<file path="src/rtl/control_unit.sv">
// Hardwired control sequencer for a multi-cycle datapath: fetch in T0-T2, opcode-driven
// execute in T3-T7, with a sticky HALT state left only through reset_n.
module control_unit (
    input  logic        clk,
    input  logic        reset_n,
    input  logic [31:0] ir,
    input  logic        stop,
    output logic        run,
    output logic        Gra,
    output logic        Grb,
    output logic        Grc,
    output logic        Rin,
    output logic        Rout,
    output logic        BAout,
    output logic        R15ctrl,
    output logic        PCout,
    output logic        MDRout,
    output logic        ZLowout,
    output logic        ZHighout,
    output logic        HIout,
    output logic        LOout,
    output logic        InPortout,
    output logic        Cout,
    output logic        PCin,
    output logic        IRin,
    output logic        Yin,
    output logic        Zin,
    output logic        MARin,
    output logic        MDRin,
    output logic        HIin,
    output logic        LOin,
    output logic        conIn,
    output logic        outPortin,
    output logic        MDRread,
    output logic        memWrite,
    output logic        IncPC,
    output logic        conOut,
    output logic [3:0]  ALUselect
);

    typedef enum logic [3:0] {
        S_RST, S_T0, S_T1, S_T2, S_T3, S_T4, S_T5, S_T6, S_T7, S_HALT
    } state_t;

    localparam logic [4:0] OP_LD   = 5'b00000;
    localparam logic [4:0] OP_LDI  = 5'b00001;
    localparam logic [4:0] OP_ST   = 5'b00010;
    localparam logic [4:0] OP_ADDI = 5'b01011;
    localparam logic [4:0] OP_ANDI = 5'b01100;
    localparam logic [4:0] OP_ORI  = 5'b01101;
    localparam logic [4:0] OP_BR   = 5'b10010;
    localparam logic [4:0] OP_JR   = 5'b10011;
    localparam logic [4:0] OP_JAL  = 5'b10100;
    localparam logic [4:0] OP_IN   = 5'b10101;
    localparam logic [4:0] OP_OUT  = 5'b10110;
    localparam logic [4:0] OP_MFHI = 5'b10111;
    localparam logic [4:0] OP_MFLO = 5'b11000;
    localparam logic [4:0] OP_HALT = 5'b11011;

    localparam logic [3:0] ALU_NONE = 4'b0000;
    localparam logic [3:0] ALU_ADD  = 4'b0001;
    localparam logic [3:0] ALU_AND  = 4'b0110;
    localparam logic [3:0] ALU_OR   = 4'b0111;
    localparam logic [3:0] ALU_INC  = 4'b1001;

    state_t     state_q, state_d;
    state_t     last_state;
    logic [4:0] opcode;

    assign opcode = ir[31:27];

    always_ff @(posedge clk or negedge reset_n) begin
        if (!reset_n) state_q <= S_RST;
        else          state_q <= state_d;
    end

    // Final execute step per opcode; undefined opcodes behave as a 4-cycle nop.
    always_comb begin
        last_state = S_T3;
        case (opcode)
            OP_LD, OP_ST:                      last_state = S_T7;
            OP_BR:                             last_state = S_T6;
            OP_LDI, OP_ADDI, OP_ANDI, OP_ORI:  last_state = S_T5;
            OP_JAL:                            last_state = S_T4;
            default:                           last_state = S_T3;
        endcase
    end

    always_comb begin
        state_d = state_q;
        case (state_q)
            S_RST:  state_d = S_T0;
            S_T0:   state_d = S_T1;
            S_T1:   state_d = S_T2;
            S_T2:   state_d = S_T3;
            S_HALT: state_d = S_HALT;
            default: begin
                if (state_q == S_T3 && opcode == OP_HALT)
                    state_d = S_HALT;
                else if (state_q == last_state || state_q == S_T7)
                    state_d = stop ? S_HALT : S_T0;
                else
                    state_d = state_t'(state_q + 4'd1);
            end
        endcase
    end

    always_comb begin
        run = 1'b1;
        {Gra, Grb, Grc, Rin, Rout, BAout, R15ctrl} = '0;
        {PCout, MDRout, ZLowout, ZHighout, HIout, LOout, InPortout, Cout} = '0;
        {PCin, IRin, Yin, Zin, MARin, MDRin, HIin, LOin, conIn, outPortin} = '0;
        {MDRread, memWrite, IncPC, conOut} = '0;
        ALUselect = ALU_NONE;
        case (state_q)
            S_HALT: run = 1'b0;
            S_T0: begin
                PCout = 1'b1; MARin = 1'b1; IncPC = 1'b1; Zin = 1'b1;
                ALUselect = ALU_INC;
            end
            S_T1: begin
                ZLowout = 1'b1; PCin = 1'b1; MDRread = 1'b1; MDRin = 1'b1;
            end
            S_T2: begin
                MDRout = 1'b1; IRin = 1'b1;
            end
            S_T3: begin
                case (opcode)
                    OP_LD, OP_LDI, OP_ST: begin
                        Grb = 1'b1; BAout = 1'b1; Yin = 1'b1;
                    end
                    OP_ADDI, OP_ANDI, OP_ORI: begin
                        Grb = 1'b1; Rout = 1'b1; Yin = 1'b1;
                    end
                    OP_BR:   begin Gra = 1'b1; Rout = 1'b1; conIn = 1'b1; end
                    OP_JR:   begin Gra = 1'b1; Rout = 1'b1; PCin = 1'b1; end
                    OP_JAL:  begin R15ctrl = 1'b1; PCout = 1'b1; end
                    OP_IN:   begin Gra = 1'b1; Rin = 1'b1; InPortout = 1'b1; end
                    OP_OUT:  begin Gra = 1'b1; Rout = 1'b1; outPortin = 1'b1; end
                    OP_MFHI: begin HIout = 1'b1; Gra = 1'b1; Rin = 1'b1; end
                    OP_MFLO: begin LOout = 1'b1; Gra = 1'b1; Rin = 1'b1; end
                    default: ;
                endcase
            end
            S_T4: begin
                case (opcode)
                    OP_LD, OP_LDI, OP_ST: begin
                        Cout = 1'b1; Zin = 1'b1; ALUselect = ALU_ADD;
                    end
                    OP_ADDI: begin Cout = 1'b1; Zin = 1'b1; ALUselect = ALU_ADD; end
                    OP_ANDI: begin Cout = 1'b1; Zin = 1'b1; ALUselect = ALU_AND; end
                    OP_ORI:  begin Cout = 1'b1; Zin = 1'b1; ALUselect = ALU_OR;  end
                    OP_BR:   begin PCout = 1'b1; Yin = 1'b1; end
                    OP_JAL:  begin Gra = 1'b1; Rout = 1'b1; PCin = 1'b1; end
                    default: ;
                endcase
            end
            S_T5: begin
                case (opcode)
                    OP_LD, OP_ST: begin ZLowout = 1'b1; MARin = 1'b1; end
                    OP_LDI, OP_ADDI, OP_ANDI, OP_ORI: begin
                        ZLowout = 1'b1; Gra = 1'b1; Rin = 1'b1;
                    end
                    OP_BR: begin Cout = 1'b1; Zin = 1'b1; ALUselect = ALU_ADD; end
                    default: ;
                endcase
            end
            S_T6: begin
                case (opcode)
                    OP_LD: begin MDRread = 1'b1; MDRin = 1'b1; end
                    OP_ST: begin Gra = 1'b1; Rout = 1'b1; MDRin = 1'b1; end
                    OP_BR: begin ZLowout = 1'b1; conOut = 1'b1; end
                    default: ;
                endcase
            end
            S_T7: begin
                case (opcode)
                    OP_LD: begin MDRout = 1'b1; Gra = 1'b1; Rin = 1'b1; end
                    OP_ST: begin MDRout = 1'b1; memWrite = 1'b1; end
                    default: ;
                endcase
            end
            default: ;
        endcase
    end

endmodule

</file>
<file path="config.mk">
export PLATFORM = sky130hd
export DESIGN_NAME = control_unit
export DESIGN_NICKNAME = d
export VERILOG_FILES = /design/src/rtl/control_unit.sv
export SDC_FILE = /design/constraint.sdc
export NUM_CORES = 1
export LEC_CHECK = 0
export CAP_MARGIN = 10
export CORE_AREA = 2 2 55 57
export DETAILED_ROUTE_END_ITERATION = 12
export DIE_AREA = 0 0 57 59
export GPL_ROUTABILITY_DRIVEN = 0
export PLACE_DENSITY = 0.85
export SYNTH_ARGS = -nofsm -noshare
export SYNTH_HDL_FRONTEND = slang
export SYNTH_SLANG_ARGS = --single-unit
</file>
<file path="constraint.sdc">
create_clock -name clk -period 4.4 [get_ports clk]
set_clock_uncertainty 0.2 [all_clocks]
set_input_delay 0.66 -clock clk [delete_from_list [all_inputs] [get_ports clk]]
set_output_delay 0.66 -clock clk [all_outputs]
set_load 0.01 [all_outputs]
</file>
**After elaboration in Yosys (flattened, before gate mapping)**

Memories as Yosys holds them, arrays and structs flattened.
Index checks and enable logic that the tools add are counted.

- Reductions and logical operators: 12
- Multiplexer cells: 49
- Equal/unequal tests: 23
- $add $sub $neg: 1

Operators with widths:

| kind | count |
|---|---|
| $eq A5 B5 Y1 const B | 8 |
| $mux W1 | 30 |
| $pmux W4 S5 | 1 |
| $pmux W1 S3 | 6 |
| $reduce_or A6 Y1 | 3 |
| $eq A4 B3 Y1 const B | 4 |
| $eq A5 B4 Y1 const B | 3 |
| $mux W4 | 3 |
| $pmux W1 S2 | 6 |
| $pmux W4 S3 | 1 |
| $pmux W3 S3 | 1 |
| $eq A4 B2 Y1 const B | 2 |
| $eq A4 B4 Y1 const B | 2 |
| $reduce_or A4 Y1 | 2 |
| $reduce_or A3 Y1 | 2 |
| $eq A5 B1 Y1 const B | 1 |
| $eq A5 B2 Y1 const B | 1 |
| $logic_not A5 Y1 | 1 |
| $pmux W1 S5 | 1 |
| $add A4 B1 Y4 const B | 1 |
| $eq A4 B1 Y1 const B | 1 |
| $eq A4 B4 Y1 | 1 |
| $logic_not A4 Y1 | 1 |
| $reduce_or A2 Y1 | 1 |
| 2 further kinds | 2 |

- Memories: 1
- ROM bits: 128
- Input port bits: 35
- Word-level logic and storage cells: 87
- Register bits: 4

Memories:

| memory | words | bits a word | read ports | clocked after Yosys merged registers in | write ports | line | RTL |
|---|---|---|---|---|---|---|---|
| (no name shown) | 32 | 4 | 1 | 0 | 0 | 80 | `case (opcode)` |

**Longest topological paths before layout**

Gate-level depths: netlist of run 1.
An unclocked memory read counts as a cell.

- Depth in word-level cells: 6
- Mapped depth: 9
- Depth with buffers taken out: 8

**Worst setup path after synthesis of run 1**

Ideal clock, no wire load.

- Path type: input to output
- From: input port ir[28]
- To: output port Zin
- Cell stages on the path: 8
- Arrival: 1.886 ns
- Data required time: 3.540 ns
- Path slack: 1.654 ns
- Cell sequence: buf_6 -> clkbuf_1 -> nand2_1 -> and2_1 -> o21bai_1 -> inv_1 -> a22oi_1 -> o21ai_1

- Cells in the longest elaborated chain, start to end: 4
- Elaborated cells between the ends (all ways): 11

Ends and longest elaborated chain:

| what | line | RTL |
|---|---|---|
| start, declared | 6 | `input logic [31:0] ir,` |
| $eq A5 B2 Y1 (tied with other cells) | 146 | `case (opcode)` |
| $reduce_or A6 Y1 (no line) | -- |  |
| $mux W1 | 146 |  |
| $pmux W1 S3 (*) | 115 | `case (state_q)` |
| end, declared | 27 | `output logic Zin,` |

Every way passes the cells marked *; elsewhere a longest branch is shown, timed or not.

**Worst setup path in the final report of run 1**

- From: input port ir[29]
- To: output port Zin

Same word-level chain as after synthesis.

==> results.md, run 1 <==
* Status: completed
* Net Sw Frac at between 30% and 40%
* Synth Area per Inst at ~7 sq um
* Sequential share of power at a little under a third
* Ys async rst share at 100.0%
* Logic gate share of total power at between 30% and 40%
* Die Wd at ~57 um
* Pin count of the biggest net entering global routing at 16
* Setup Total Neg Slack at 0 ps
* Crit path max fanout at 12
* Min-Delay Endpoint: state_q[0]
* Hold-fix buffers, CTS at 0
* FF/Latch Area at between 100 and 150 sq um
* Hold_ws at about 380 ps
* CP required at roughly 3500 ps
* Pins over their slew limit at 0
* Worst setup path class: primary input to primary output
* Clock Pin Slew Worst Setup and Hold Paths at 30 ps
* Cells after synthesis at 144
* Top_reg_cell synth: dfrtp_1
* Overflow after GRT at 0
* CTS H-tree depth at 1
* WP data arrival at between 2000 and 3000 ps
* Dpl hpwl at approximately 2100 um
* P_sw at ~36 uW
* Clk_lat worst skew at ~230 ps
* Setup bufs post-CTS at 0
* Remaining antenna violation count after routing at 0
* Area contributors post-synth: dfrtp_1 (10%), nor2_1 (6.0%), nand2_1 (5.7%)
* DR pass1 iterations at 4
* Inst Count DP at between 200 and 250
* Avg Vias per Cell at about 5.6
* Fmax at about 260 MHz
* # diodes at 0
* Final net count at 215
* GRT Total Usage at roughly 16%
* Hold path depth at 1
* Via Count at 1,146
* Largest Register: state_q
* Area Growth Syn to Fin at 36.73%
* Maximum VDD drop at about 0.00013 V
* Biggest regs: state_q (4)
* Die area at approximately 3400 sq um
* Post-DR wirelength/cell at 12.94 um
* I/O pins at 69
* R2R Setup Slk at roughly 2000 ps
* Layout Cells excl Fill at about 210
* Setup WS pre-CTS at around 590 ps
* Distinct cells, synth at 49
* Antenna violations before repair at 0
* Tmin final at ~3800 ps
* RR Endpoint: state_q[1]
* Tcrit/Tclk final at just under 90%
* RSZ-0062 raised after global routing: false
* Max cap viols at 0
* Layout fillers at 285
* Port bufs at 37
* Placement row count at 19
* Leak at roughly 0.00056 uW
* DR iter-0 viols at 49
* Starting Density at between 30 and 40%
* Pwr dens at between 80 and 90 nW/um^2
* Layout cell share with drive strength beyond 1 at between 7 and 8%
* Final Hold Fails at 0
* Reg2Reg Depth at 6
* Die Ht at around 59 um
* Area of the mapped netlist at between 900 and 1000 sq um
* Total CTS buffers at 3
* Clock sink count at 4
* Sequential area share after synthesis at 10.06%
* Number of synthesized flops with an enable pin at 0
* Setup-failing EPs final at 0
* Final setup margin at 571.6 ps
* Clock network fraction of total power at a little under two fifths
* Crit. End Element: primary output
* CTS tree: done
* Root Driver: clkbuf_4
* Most frequent cell after synthesis: nor2_1
* Clock Tree Buf Depth at 2
* First-pass GRT wire length at approximately 4400 um
* Post-synth top area share at just over 10%
* Post-route cell area at about 1400 sq um
* Core Area at roughly 2700 sq um
* Multi-input gate area at 772.0 sq um
* #FFs+latches synth at 4
* Hold_sp: state_q[0]
* Max reg flops at 4
* Ys Warns at 0
* Drt drc at 0
* Class of the worst hold path: flop to flop
* Internal power at between 80 and 90 uW
* Post-CTS sizing at 0
* Vias in the first global route at between 900 and 1,000
* Routed WL at 2652 um
* Placed Area at 1338 sq um
* Startpoint Class: primary input
* Reg-to-Reg Start: state_q[2]
* Area leader, netlist: dfrtp_1
* Commonest cells in the netlist: nor2_1 (16), nand2_1 (15), inv_1 (9), nand3_1 (9), nor2b_1 (7)
-- layout make-up --
class / count / share of cell area (%)
sequential: 4 / 7.360
clock buffer: 3 / 1.656
tap: 31 / 2.852
multi-input combinational: 118 / 56.76
timing repair buffer: 40 / 28.89
inverter: 9 / 2.484
-- per-layer routing --
metal  vias up  wire length [um]  GRT usage, %
li1        562                 -             -
met1       520              1184         23.47
met4         0                 0         2.326
met5         -                 0             0
met2        64              1204         23.81
met3         0               264         4.367
-- critical path, stage by stage --
cell and delay (ps):
clkdlybuf4s50_1 730, nand4b_1 260, nand2_1 150, o21bai_1 330, inv_1 80, a22oi_1 190
o21ai_1 80, clkdlybuf4s50_1 490
-- through the flow --
step / util (%) / power (uW)
after detailed placement: 49.35 / 74.31
after global placement: 49.35 / 73.72
after global routing: 50.18 / 129.8
after CTS: 50.18 / 121.0
after floorplan: - / 66.14
final: 50.18 / 119.2
-- power groups by stage --
stage	Clock (uW)	Combinational [uW]	Sequential, uW
floorplan	0	28.7	37.5
global placement	0	36.3	37.5
detailed placement	0	36.9	37.5
CTS	47.1	36.9	37.0
global route	52.0	40.9	36.9
finish	44.7	37.5	37.0
-- kinds of logic after synthesis --
family / Yosys count / synth area share (%)
and+or+nand+nor: 73 / 41.38
AOI/OAI and AO/OA: 31 / 24.15
buffers and inverters: 25 / 13.46
adders and majority gates: 4 / 5.032
xor gates and xnor gates: 4 / 3.523
DFF: 4 / 10.06
muxes: 2 / 2.013
other: 1 / 0.3770
-- placed cells by master, fill, tap and decap left out, types with 2 or more instances in the layout --
cell type        Yosys  final
clkdlybuf4s50_1      0     37
nor2_1              16     16
nand2_1             15     15
inv_1                9      9
nand3_1              9      9
nor2b_1              7      7
a21oi_1              6      6
nor3_1               4      4
a31oi_1              4      4
ha_1                 4      4
conb_1               1      4
dfrtp_1              4      4
and2_1               3      3
xnor2_1              3      3
o21ai_0              3      3
clkbuf_4             0      3
buf_4                6      3
nor4_2               2      2
nand4b_1             2      2
nand3b_1             2      2
o21bai_1             2      2
a22oi_1              2      2
nor3b_1              2      2
o21a_1               2      2
mux2i_1              2      2
nand2b_1             2      2
-- worst max-delay path by stage --
| stage | startpoint | cells after the start | to |
|---|---|---|---|
| 2_1_floorplan | ir[28] | 8 | Zin |
| 3_3_place_gp | ir[29] | 8 | Zin |
| 3_5_place_dp | ir[29] | 8 | Zin |
| 4_1_cts | ir[29] | 8 | Zin |
| 5_1_grt | ir[29] | 8 | Zin |
| 6_report | ir[29] | 8 | Zin |
No activity file was read; power rests on OpenSTA's default activity.
==> inputs of run 2 (changes only) <==
REMOVE_ABC_BUFFERS = 1   (was not set)
==> run 2 against run 1 <==
  * Clock power is essentially flat
  * Global-route usage up 0.053 points
  * Hold slack lost 3.3 ps
  * Via count is 0.61% lower
  * Register-to-register slack got worse by 40 ps
  * Flip-flop and latch count is the same
  * First-iteration DRC count is 2.0% lower
  * Non-clock buffer count did not move
  * Largest cell class unchanged
==> results.md, run 2 (synthesis results as in run 1) <==
* Status: completed
* WP data arrival at ~3000 ps
* Placement row count at 19
* Pwr dens at a little under 90 nW/um^2
* CTS tree: done
* Placed Area at about 1300 sq um
* Root Driver: clkbuf_4
* Maximum VDD drop at approximately 0.00012 V
* Crit path max fanout at 12
* Tcrit/Tclk final at between 80% and 90%
* Dpl hpwl at approximately 2100 um
* Port bufs at 37
* Layout cell share with drive strength beyond 1 at ~7.5%
* CP required at approximately 3500 ps
* Clock sink count at 4
* Reg-to-Reg Start: state_q[2]
* Avg Vias per Cell at 5.556
* Final net count at around 220
* Sequential share of power at just over 30%
* Reg2Reg Depth at 6
* Setup bufs post-CTS at 0
* RSZ-0062 raised after global routing: false
* Worst setup path class: primary input to primary output
* Post-DR wirelength/cell at 13.32 um
* Post-CTS sizing at 0
* Pin count of the biggest net entering global routing at 16
* Setup Total Neg Slack at 0 ps
* Worst Setup SP: ir[29]
* DR iter-0 viols at 48
* GRT Total Usage at between 10% and 20%
* Class of the worst hold path: flop to flop
* Crit. End Element: primary output
* Core Area at ~2700 sq um
* Max incr delay on CP at 740 ps
* Startpoint Class: primary input
* Starting Density at between 30% and 40%
* Internal power at a little over 80 uW
* Largest Register: state_q
* Setup-failing EPs final at 0
* Critical path's slowest cell: clkdlybuf4s50_1
* Hold path depth at 1
* Max reg flops at 4
* Area Growth Syn to Fin at 36.73%
* # diodes at 0
* Hold-fix buffers, CTS at 0
* Final setup margin at around 560 ps
* DR pass1 iterations at 4
* I/O pins at just under 70
* Drt drc at 0
* Die area at about 3400 sq um
* Worst path cell trace: clkdlybuf4s50_1 -> nand4b_1 -> nand2_1 -> o21bai_1 -> inv_1 -> a22oi_1 -> o21ai_1 -> clkdlybuf4s50_1
* Most frequent cells in the layout: clkdlybuf4s50_1 (37), nor2_1 (16), nand2_1 (15)
* Pins over their slew limit at 0
* Hold_sp: state_q[0]
* Clock Tree Buf Depth at 2
* Total CTS buffers at 3
* Vias in the first global route at between 900 and 1,000
* Worst path most repeated cell: clkdlybuf4s50_1
* Via Count at 1,139
* Die Wd at around 57 um
* Biggest regs: state_q (4)
* First-pass GRT wire length at around 4400 um
* Net Sw Frac at a little under a third
* Die Ht at 59 um
* Fmax at around 260 MHz
* Leak at 0.0005582 uW
* Post-route cell area at around 1400 sq um
* Tmin final at between 3000 and 4000 ps
* Remaining antenna violation count after routing at 0
* Clk_lat worst skew at ~230 ps
* Overflow after GRT at 0
* CTS H-tree depth at 1
* P_sw at roughly 36 uW
* Max cap viols at 0
* Routed WL at roughly 2700 um
* Final Hold Fails at 0
* Setup WS pre-CTS at 568.1 ps
* Most common cell after layout, fill and taps aside: clkdlybuf4s50_1
* Clock Pin Slew Worst Setup and Hold Paths at approximately 30 ps
* Antenna violations before repair at 0
* Overall Power at roughly 120 uW
* Logic gate share of total power at 31.4%
* Clock network fraction of total power at between 30% and 40%
## run 2: cell counts in the layout (fill, tap and decap cells not counted)
Identical to the previous run, type by type.
## run 2: worst max-delay path, delay by kind of cell
family | cells | cell delay, ps
buffers and inverters | 3 | 1290
AO/OA/AOI/OAI | 3 | 620
AND/OR/NAND/NOR | 2 | 400
## run 2: final timing paths
check	end	slack (ps)
max in group asynchronous	state_q[1]	3400
min	state_q[0]	380
max	Zin	560
min reg2reg	state_q[0]	380
max reg2reg	state_q[1]	1910
min in group asynchronous	state_q[3]	430
## run 2: area by class of cell
type | count | area [sq um]
inverters | 9 | 33.78
fillers | 269 | 1350
repair buffers | 40 | 392.9
multi-input cells | 118 | 772.0
clock buffers | 3 | 22.52
well taps | 31 | 38.79
flip-flops and latches | 4 | 100.1
## run 2: power groups by stage
stage	Combinational [uW]	Clock, uW	Sequential, uW
after floorplan	18.0	0	37.5
after global placement	36.4	0	37.5
after detailed placement	36.9	0	37.5
after CTS	37.0	46.9	37.0
after global routing	40.9	51.0	36.9
final	37.3	44.4	37.0
## run 2: routing by layer
metal,global-route usage (%),up-vias,wire (um)
met5,0,-,0
met4,4.651,0,0
met3,3.275,0,209
met2,24.14,53,1250
met1,23.10,520,1270
li1,-,566,-
## run 2: per-stage QoR
step,instances,util [%],hold slack (ps)
after floorplan,131,-,164.4
after detailed placement,202,49.35,373.1
after CTS,205,50.18,378.4
after global placement,202,49.35,356.0
final,205,50.18,375.9
after global routing,205,50.18,400.1
==> inputs of run 3 (changes only) <==
RECOVER_POWER = 100   (was not set)
SLEW_MARGIN = 20   (was not set)
==> run 3 against run 2 <==
  * Hold slack got worse by 1.7 ps
  * Utilization shrank 1.5 points
  * Fmax shrank 4.4%
  * Critical path type unchanged
  * Global-route usage unchanged
  * Non-clock buffer count is the same
  * Via count fell by 0.61%
  * Combinational power fell by 8.6%
==> results.md, run 3 (synthesis results as in run 1) <==
* Status: completed
* DR iter-0 viols at 32
* I/O pins at 69
* Overflow after GRT at 0
* Largest Register: state_q
* CP required at 3540 ps
* Pwr dens at roughly 90 nW/um^2
* Drt drc at 0
* Net Sw Frac at 30.07%
* Total CTS buffers at 3
* Crit path max fanout at 11
* RSZ-0062 raised after global routing: false
* Inst Count DP at 202
* Max cap viols at 0
* P_sw at 34.75 uW
* Class of the worst hold path: flop to flop
* Placed Area at 1338 sq um
* Vias in the first global route at approximately 1,000
* WP data arrival at approximately 3200 ps
* Antenna violations before repair at 0
* Reg-to-Reg Start: state_q[2]
* Die Ht at between 50 and 60 um
* Tmin final at about 4000 ps
* DR pass1 iterations at 4
* Clk_lat worst skew at 230 ps
* Critical path's slowest cell: dlygate4sd3_1
* Fmax at roughly 250 MHz
* Final net count at 215
* Routed WL at 2734 um
* # diodes at 0
* Overall Power at between 100 and 150 uW
* Worst path most repeated cell: dlygate4sd3_1
* Leak at 0.0006194 uW
* Die Wd at approximately 57 um
* Clock network fraction of total power at around two fifths
* Logic gate share of total power at slightly below 30%
* Starting Density at a little under two fifths
* Setup-failing EPs final at 0
* Post-DR wirelength/cell at 13.34 um
* Maximum VDD drop at ~0.00012 V
* Clock Tree Buf Depth at 2
* Final Hold Fails at 0
* Crit. End Element: primary output
* Worst path cell trace: dlygate4sd3_1 -> nand2_1 -> and2_0 -> o21bai_1 -> inv_1 -> a22oi_1 -> o21ai_1 -> dlygate4sd3_1
* Max reg flops at 4
* Max incr delay on CP at just under 800 ps
* Layout cell share with drive strength beyond 1 at just over 4%
* Port bufs at 37
* Area Growth Syn to Fin at 32.58%
* Hold-fix buffers, CTS at 0
* Avg Vias per Cell at around 5.5
* Worst Setup SP: ir[28]
* Post-route cell area at 1319 sq um
* GRT Total Usage at 16.01%
* Clock sink count at 4
* Most common cell after layout, fill and taps aside: dlygate4sd3_1
* Setup Total Neg Slack at 0 ps
* Hold_sp: state_q[0]
* Sequential share of power at between 30% and 40%
* Remaining antenna violation count after routing at 0
* Dpl hpwl at roughly 2100 um
* Internal power at 80.81 uW
* CTS tree: done
* Pins over their slew limit at 0
* Root Driver: clkbuf_4
* First-pass GRT wire length at roughly 4400 um
* Setup bufs post-CTS at 0
* Post-CTS sizing at 0
* Placement row count at 19
* Most frequent cells in the layout: dlygate4sd3_1 (26), nor2_1 (16), nand2_1 (15)
* Layout Cells excl Fill at approximately 210
* Pin count of the biggest net entering global routing at 16
* Biggest regs: state_q (4)
* Via Count at about 1,100
* Core Area at 2710 sq um
* Worst setup path class: primary input to primary output
* CTS H-tree depth at 1
* Die area at roughly 3400 sq um
* Startpoint Class: primary input
* Tcrit/Tclk final at 91.26%
* Clock Pin Slew Worst Setup and Hold Paths at about 30 ps
==> run 3: final cells by class <==
cell class,instances,area (sq um)
clock buffer,3,22.52
fill,278,1391
inverter,9,33.78
tap,31,38.79
timing repair buffer,40,385.4
multi-input combinational,118,738.2
sequential,4,100.1
==> run 3: layer usage <==
metal  vias up  global-route usage [%]  part of all wire [%]
li1        568                       -                     -
met1       514                   23.10                    47
met2        50                   24.14                    46
met3         0                   3.275                   7.8
met4         0                   4.651                     0
met5         -                       0                     0
==> run 3: critical path, delay by kind of cell <==
| kind | cells | cell delay (ps) |
|---|---|---|
| AOI/OAI and AO/OA | 3 | 590 |
| buffers and inverters | 3 | 1450 |
| and+or+nand+nor | 2 | 430 |
==> run 3: path summary, 6_finish.rpt <==
check                        endpoint  slack [ps]  cells past startpoint
max                               Zin         380                      8
min                        state_q[0]         370                      1
max reg2reg                state_q[1]        1830                      6
min reg2reg                state_q[0]         370                      1
max in group asynchronous  state_q[1]        3330                      1
min in group asynchronous  state_q[3]         500                      1
==> run 3: power groups by stage <==
stage | logic (uW) | registers [uW] | clock network (uW)
2_1_floorplan | 18.0 | 37.5 | 0
3_3_place_gp | 36.4 | 37.5 | 0
3_5_place_dp | 36.9 | 37.5 | 0
4_1_cts | 37.0 | 37.0 | 46.9
5_1_grt | 37.6 | 36.9 | 51.0
6_report | 34.1 | 37.0 | 44.4
==> run 3: per-stage QoR <==
step                      hold slack (ps)  utilization, %  worst slack (ps)
after floorplan                     164.4               -              1890
after global placement              356.0           49.35             625.6
after detailed placement            373.1           49.35             568.1
after CTS                           378.4           50.18             555.4
after global routing                400.1           48.66             218.0
final                               374.3           48.66             384.7
